==> config.mk <==
export PLATFORM = sky130hd
export DESIGN_NAME = gray_scale_controller
export DESIGN_NICKNAME = d
export VERILOG_FILES = /design/src/rtl/gray_scale_controller_pkg.sv /design/src/rtl/gray_scale_controller_addr_delay_line.sv /design/src/rtl/gray_scale_controller.sv
export SDC_FILE = /design/constraint.sdc
export NUM_CORES = 1
export LEC_CHECK = 0
export ABC_AREA = 1
export BUFFER_PORTS_ARGS = -buffer_cell sky130_fd_sc_hd__buf_2
export CAP_MARGIN = 20
export CORE_MARGIN = 2
export CORE_UTILIZATION = 50
export DETAILED_ROUTE_END_ITERATION = 6
export GPL_TIMING_DRIVEN = 0
export HOLD_SLACK_MARGIN = 0.08
export PLACE_DENSITY = 0.73
export SYNTH_ARGS = -nofsm -noshare
export SYNTH_HDL_FRONTEND = slang
export SYNTH_SLANG_ARGS = --single-unit
export TNS_END_PERCENT = 20
==> constraint.sdc <==
create_clock -name clk -period 3.72 [get_ports clk]
set_input_delay 0.372 -clock clk [delete_from_list [all_inputs] [get_ports clk]]
set_output_delay 0.372 -clock clk [all_outputs]
set_load 0.03 [all_outputs]
==> src/rtl/gray_scale_controller_pkg.sv <==
// Shared types and defaults for the gray-scale read/write address controller.
// Frame geometry defaults match the 5x5 reference image used with the data path.
package gray_scale_controller_pkg;

    localparam int DEFAULT_IMAGE_HEIGHT    = 5;
    localparam int DEFAULT_IMAGE_WIDTH     = 5;
    localparam int DEFAULT_ADRR_WIDTH_BRAM = 6;
    localparam int DEFAULT_PIPE_LATENCY    = 3;
    localparam int FRAME_COUNT_WIDTH       = 16;

    typedef enum logic [1:0] {
        IDLE  = 2'd0,
        READ  = 2'd1,
        DRAIN = 2'd2,
        DONE  = 2'd3
    } state_t;

    function automatic int frame_pixels(input int height, input int width);
        return height * width;
    endfunction

endpackage

==> src/rtl/gray_scale_controller_addr_delay_line.sv <==
// Synchronous-reset shift register that delays {valid, address} to line up
// with the output of the gray calculation pipeline.
module addr_delay_line #(
    parameter int DEPTH = 3,
    parameter int WIDTH = 7
) (
    input  logic             clk,
    input  logic             rst,
    input  logic [WIDTH-1:0] shift_data,
    output logic [WIDTH-1:0] delayed_data
);

    logic [WIDTH-1:0] stages [DEPTH];

    always_ff @(posedge clk) begin
        if (rst) begin
            for (int i = 0; i < DEPTH; i++) begin
                stages[i] <= '0;
            end
        end else begin
            stages[0] <= shift_data;
            for (int i = 1; i < DEPTH; i++) begin
                stages[i] <= stages[i-1];
            end
        end
    end

    assign delayed_data = stages[DEPTH-1];

endmodule

==> src/rtl/gray_scale_controller.sv <==
// Frame controller for the RGB-to-gray data path: issues read addresses with
// valid_in, produces pipeline-aligned gray write addresses and reports frame completion.
module gray_scale_controller
    import gray_scale_controller_pkg::*;
#(
    parameter int IMAGE_HEIGHT    = DEFAULT_IMAGE_HEIGHT,
    parameter int IMAGE_WIDTH     = DEFAULT_IMAGE_WIDTH,
    parameter int ADRR_WIDTH_BRAM = DEFAULT_ADRR_WIDTH_BRAM,
    parameter int PIPE_LATENCY    = DEFAULT_PIPE_LATENCY
) (
    input  logic                         clk,
    input  logic                         rst,
    input  logic                         start,
    output logic                         valid_in,
    output logic [ADRR_WIDTH_BRAM-1:0]   addr0_bram_read,
    output logic [ADRR_WIDTH_BRAM-1:0]   addr0_bram_write,
    output logic                         write_strobe,
    output logic                         busy,
    output logic                         done,
    output logic [FRAME_COUNT_WIDTH-1:0] frame_count
);

    localparam int N = frame_pixels(IMAGE_HEIGHT, IMAGE_WIDTH);
    localparam logic [ADRR_WIDTH_BRAM-1:0] LAST_PIXEL = ADRR_WIDTH_BRAM'(N - 1);

    generate
        if (N > 2 ** ADRR_WIDTH_BRAM) begin : g_bad_addr_width
            $error("IMAGE_HEIGHT*IMAGE_WIDTH does not fit in ADRR_WIDTH_BRAM bits");
        end
        if (PIPE_LATENCY < 1) begin : g_bad_latency
            $error("PIPE_LATENCY must be at least 1");
        end
    endgenerate

    state_t                         state;
    state_t                         state_next;
    logic [ADRR_WIDTH_BRAM-1:0]     rd_cnt;
    logic [FRAME_COUNT_WIDTH-1:0]   frame_cnt;
    logic [ADRR_WIDTH_BRAM:0]       delay_head;
    logic [ADRR_WIDTH_BRAM:0]       delay_tail;

    always_ff @(posedge clk) begin
        if (rst) begin
            state <= IDLE;
        end else begin
            state <= state_next;
        end
    end

    // Drain ends on the delayed strobe of the last pixel, so it tracks PIPE_LATENCY
    // without a separate drain counter.
    always_comb begin
        state_next = state;
        case (state)
            IDLE:    if (start) state_next = READ;
            READ:    if (rd_cnt == LAST_PIXEL) state_next = DRAIN;
            DRAIN:   if (write_strobe && addr0_bram_write == LAST_PIXEL) state_next = DONE;
            DONE:    state_next = IDLE;
            default: state_next = IDLE;
        endcase
    end

    always_ff @(posedge clk) begin
        if (rst) begin
            rd_cnt    <= '0;
            frame_cnt <= '0;
        end else begin
            if (state == IDLE && start) begin
                rd_cnt <= '0;
            end else if (state == READ && rd_cnt != LAST_PIXEL) begin
                rd_cnt <= rd_cnt + 1'b1;
            end
            if (state == DONE) begin
                frame_cnt <= frame_cnt + 1'b1;
            end
        end
    end

    assign valid_in        = (state == READ);
    assign busy            = (state != IDLE);
    assign done            = (state == DONE);
    assign addr0_bram_read = rd_cnt;
    assign frame_count     = frame_cnt;
    assign delay_head      = {valid_in, rd_cnt};

    addr_delay_line #(
        .DEPTH (PIPE_LATENCY),
        .WIDTH (ADRR_WIDTH_BRAM + 1)
    ) u_addr_delay_line (
        .clk          (clk),
        .rst          (rst),
        .shift_data   (delay_head),
        .delayed_data (delay_tail)
    );

    // Read address holds between frames, so the delayed address also holds while strobe is low.
    assign {write_strobe, addr0_bram_write} = delay_tail;

endmodule

==> results.py <==
metrics = {
    "timing": {
        "min_period_ns": 1.625,
        "fin_worst_skew_ns": 0.007676,
        "fmax_mhz": 615.4,
        "period_share_pct": 43.68,
        "slew_headroom_pct": 69.88,
        "setup_viol": 0,
        "drv_slew": 0,
        "grt_setup_unrepaired": "false",
        "tns_ns": 0,
        "worst_pin_slew_ns": 0.4488,
        "hold_viol_final": 0,
    },
    "clock_network": {
        "ctsHoldBuffers": 0,
        "cts-root-buf": "clkbuf_8",
        "cts_sinks": 45,
        "cts-buffers-inserted": 5,
        "post_cts_resized": 0,
        "cts.clk_slew.worst_paths_ns": 0.08,
        "cts_tree": "yes",
        "cts_buffer_depth": 2,
        "cts_post_setup_buffers_inserted": 0,
        "cts-htree-levels": 2,
        "clk-insertion-delay-late_ns": 0.29,
    },
    "die": {
        "die_w_um": 66.78,
        "rows": 22,
        "core-area_mm2": 0.003716,
        "io_pins": 35,
        "design.die.area_mm2": 0.004460,
        "initial_core_util_pct": 53.03,
        "die_y_um": 66.78,
    },
    "placed_design": {
        "gp_congestion": 0.8256,
        "hpwl_mm": 2.465,
        "place_area_mm2": 0.002196,
        "io_buffers": 33,
    },
    "yosys": {
        "yosysTopAreaCell": "dfxtp_1",
        "synthTopCellsByArea": "dfxtp_1 (46%), nor2_1 (9.7%), nand2_1 (8.8%)",
        "synth_cell_type_count": 25,
        "ys_warn_count": 0,
        "synthArstFlopShare_pct": 0,
        "synth_cells": 264,
        "syn_nets": 274,
        "synthesis.area_mm2": 0.001971,
        "avgSynthCellArea_um2": 7.465,
        "yosys_most_used_dff": "dfxtp_1",
        "synth_seq_cells": 45,
        "seq_area_frac_synth_pct": 45.71,
        "netlist.area_leader.share_pct": 45.71,
        "synth_edf_count": 0,
    },
    "pwr": {
        "p_int_mw": 0.7466,
        "p_switching_mw": 0.3632,
        "power.total_mw": 1.110,
        "p_per_area_mw_per_mm2": 483.4,
        "netSwitchingFraction_pct": 32.73,
        "power_frac_clock_pct": 28.5,
        "pwr-share-seq_pct": 48.1,
        "comb_power_share_pct": 23.4,
        "p_leak_nw": 1.045,
        "vdd_drop_max_mv": 0.3393,
    },
    "worst_setup_path": {
        "slowest_delay_ns": 0.39,
        "path_class": "flip-flop to output port",
        "crit_chain": "inv_1 -> ha_1 -> inv_1 -> buf_2",
        "slowest_stage": "dfxtp_1",
        "worstPathRequired_ns": 3.35,
        "reg2regPathDepth": 9,
        "crit_family": "flip-flops",
        "r2r_end": "frame_count[15]",
        "critPathCaptureType": "output port",
        "crit_path_start_kind": "flip-flop",
        "critPathMaxFanout": 4,
        "worst_path_most_repeated_cell": "inv_1",
        "reg2reg_slack_ns": 2.16,
        "r2r-start": "state[0]",
        "arrival_ns": 1.25,
        "critPathBufInv": 3,
    },
    "worst_hold_path": {
        "min_to": "u_addr_delay_line.stages[0][20]",
        "hp-class": "input pin to flip-flop",
        "worstHoldStart": "rst",
        "whs_path_depth": 2,
    },
    "layout": {
        "fin_area_mm2": 0.002296,
        "layout.cells.most_common_list": "nor2_1 (51), nand2_1 (46), dfxtp_1 (45)",
        "final_common_cell": "nor2_1",
        "syn2layout_area_growth_pct": 16.51,
        "antenna-diode-count": 0,
        "nFillCells": 352,
        "fin_nets": 314,
        "drive_gt1_share_pct": 20.66,
    },
    "detailed_routing": {
        "viasPerCell": 4.538,
        "wirelength_mm": 3.338,
        "drc": 0,
        "drt_iter0_drc": 109,
        "ant_nets": 0,
        "vias": 1602,
        "firstDrtPassIters": 4,
        "wl_per_cell_um": 9.456,
    },
    "grt": {
        "track_usage_pct": 16.85,
        "antenna_found_initial": 0,
        "grt_max_degree": 16,
        "grt_pass1_wl_mm": 5.644,
        "first_global_vias": 1314,
        "gr-total-overflow": 0,
    },
    "job": {
        "max_cap_viol_count": 0,
    },
    "run_status": {
        "outcome": "completed",
    },
}
==> cells by family (layout without fill, tap and decap cells) <==
family / count (synthesis) / after routing / share of synthesized area (%)
compound gates: 26 / 26 / 6.984
fa+ha+maj: 7 / 7 / 4.444
simple gates: 124 / 124 / 28.51
xor+xnor: 3 / 3 / 1.334
flops: 45 / 45 / 45.71
buf+inv: 59 / 100 / 13.02
==> registers in the layout, summed over array words and instances (netlist names) <==
| register | cells |
|---|---|
| addr0_bram_read | 6 |
| frame_count | 16 |
| state | 2 |
| u_addr_delay_line.stages | 21 |
==> through the flow <==
step / utilization, % / worst slack [ns] / std cells / hold WS [ns]
floorplan: - / 2.127 / 264 / 0.3883
global placement: 59.09 / 2.207 / 345 / 0.3896
detailed placement: 59.09 / 2.174 / 345 / 0.3925
CTS: 61.78 / 2.076 / 353 / 0.3517
global route: 61.78 / 1.947 / 353 / 0.3505
finish: 61.78 / 2.095 / 353 / 0.3571
==> area by class of cell <==
cell class                      instances  area, um^2  area share, %
Buffer                                 11       76.32          3.324
Clock buffer                            6       82.58          3.597
Tap cell                               48       60.06          2.616
Inverter                               48       180.2          7.847
Multi-Input combinational cell        160       813.3          35.42
Sequential cell                        45       900.9          39.24
Timing Repair Buffer                   33       165.2          7.193
Clock inverter                          2       17.52         0.7629
==> worst reg2reg max path: stages (launching register included) <==
cell and delay [ns]:
dfxtp_1 0.39, ha_1 0.26, buf_4 0.19, nand2_1 0.06
nor2_1 0.08, nand3_1 0.13, nor2_1 0.17, nand3_1 0.09
nand2_1 0.07, nor2_1 0.04
==> metal layers <==
metal | vias to the layer above | routed length [um] | global-route usage, %
met4 | 0 | 52 | 6.633
met1 | 687 | 1715 | 21.99
met2 | 35 | 1420 | 25.62
met5 | - | 0 | 0
li1 | 873 | - | -
met3 | 7 | 150 | 5.574
==> synth_stat cells, types with 3 or more instances <==
cell	instances
nand3_1	11
nor2_1	51
nand2_1	46
nor2_4	5
ha_1	7
a21oi_1	15
dfxtp_1	45
xor2_1	3
o21ai_0	6
inv_2	3
buf_4	7
inv_1	44
nand4_1	4
nand2_4	3
==> how the worst max path moves through the flow <==
stage / start / endpoint / slack, ns / cells past startpoint
2_1_floorplan: state[0] / frame_count[15] / 2.13 / 9
3_3_place_gp: state[1] / frame_count[15] / 2.21 / 9
3_5_place_dp: state[0] / frame_count[11] / 2.17 / 9
4_1_cts: state[0] / busy / 2.08 / 4
5_1_grt: state[0] / frame_count[11] / 1.95 / 9
6_report: state[0] / busy / 2.09 / 4
==> power by group through the flow <==
stage | Combinational (mW) | Sequential [mW] | Clock [mW]
CTS | 0.262 | 0.534 | 0.326
detailed placement | 0.260 | 0.546 | 0
finish | 0.260 | 0.534 | 0.316
global route | 0.292 | 0.538 | 0.351
global placement | 0.255 | 0.545 | 0
floorplan | 0.188 | 0.558 | 0
Power figures use the tool's default switching activity.
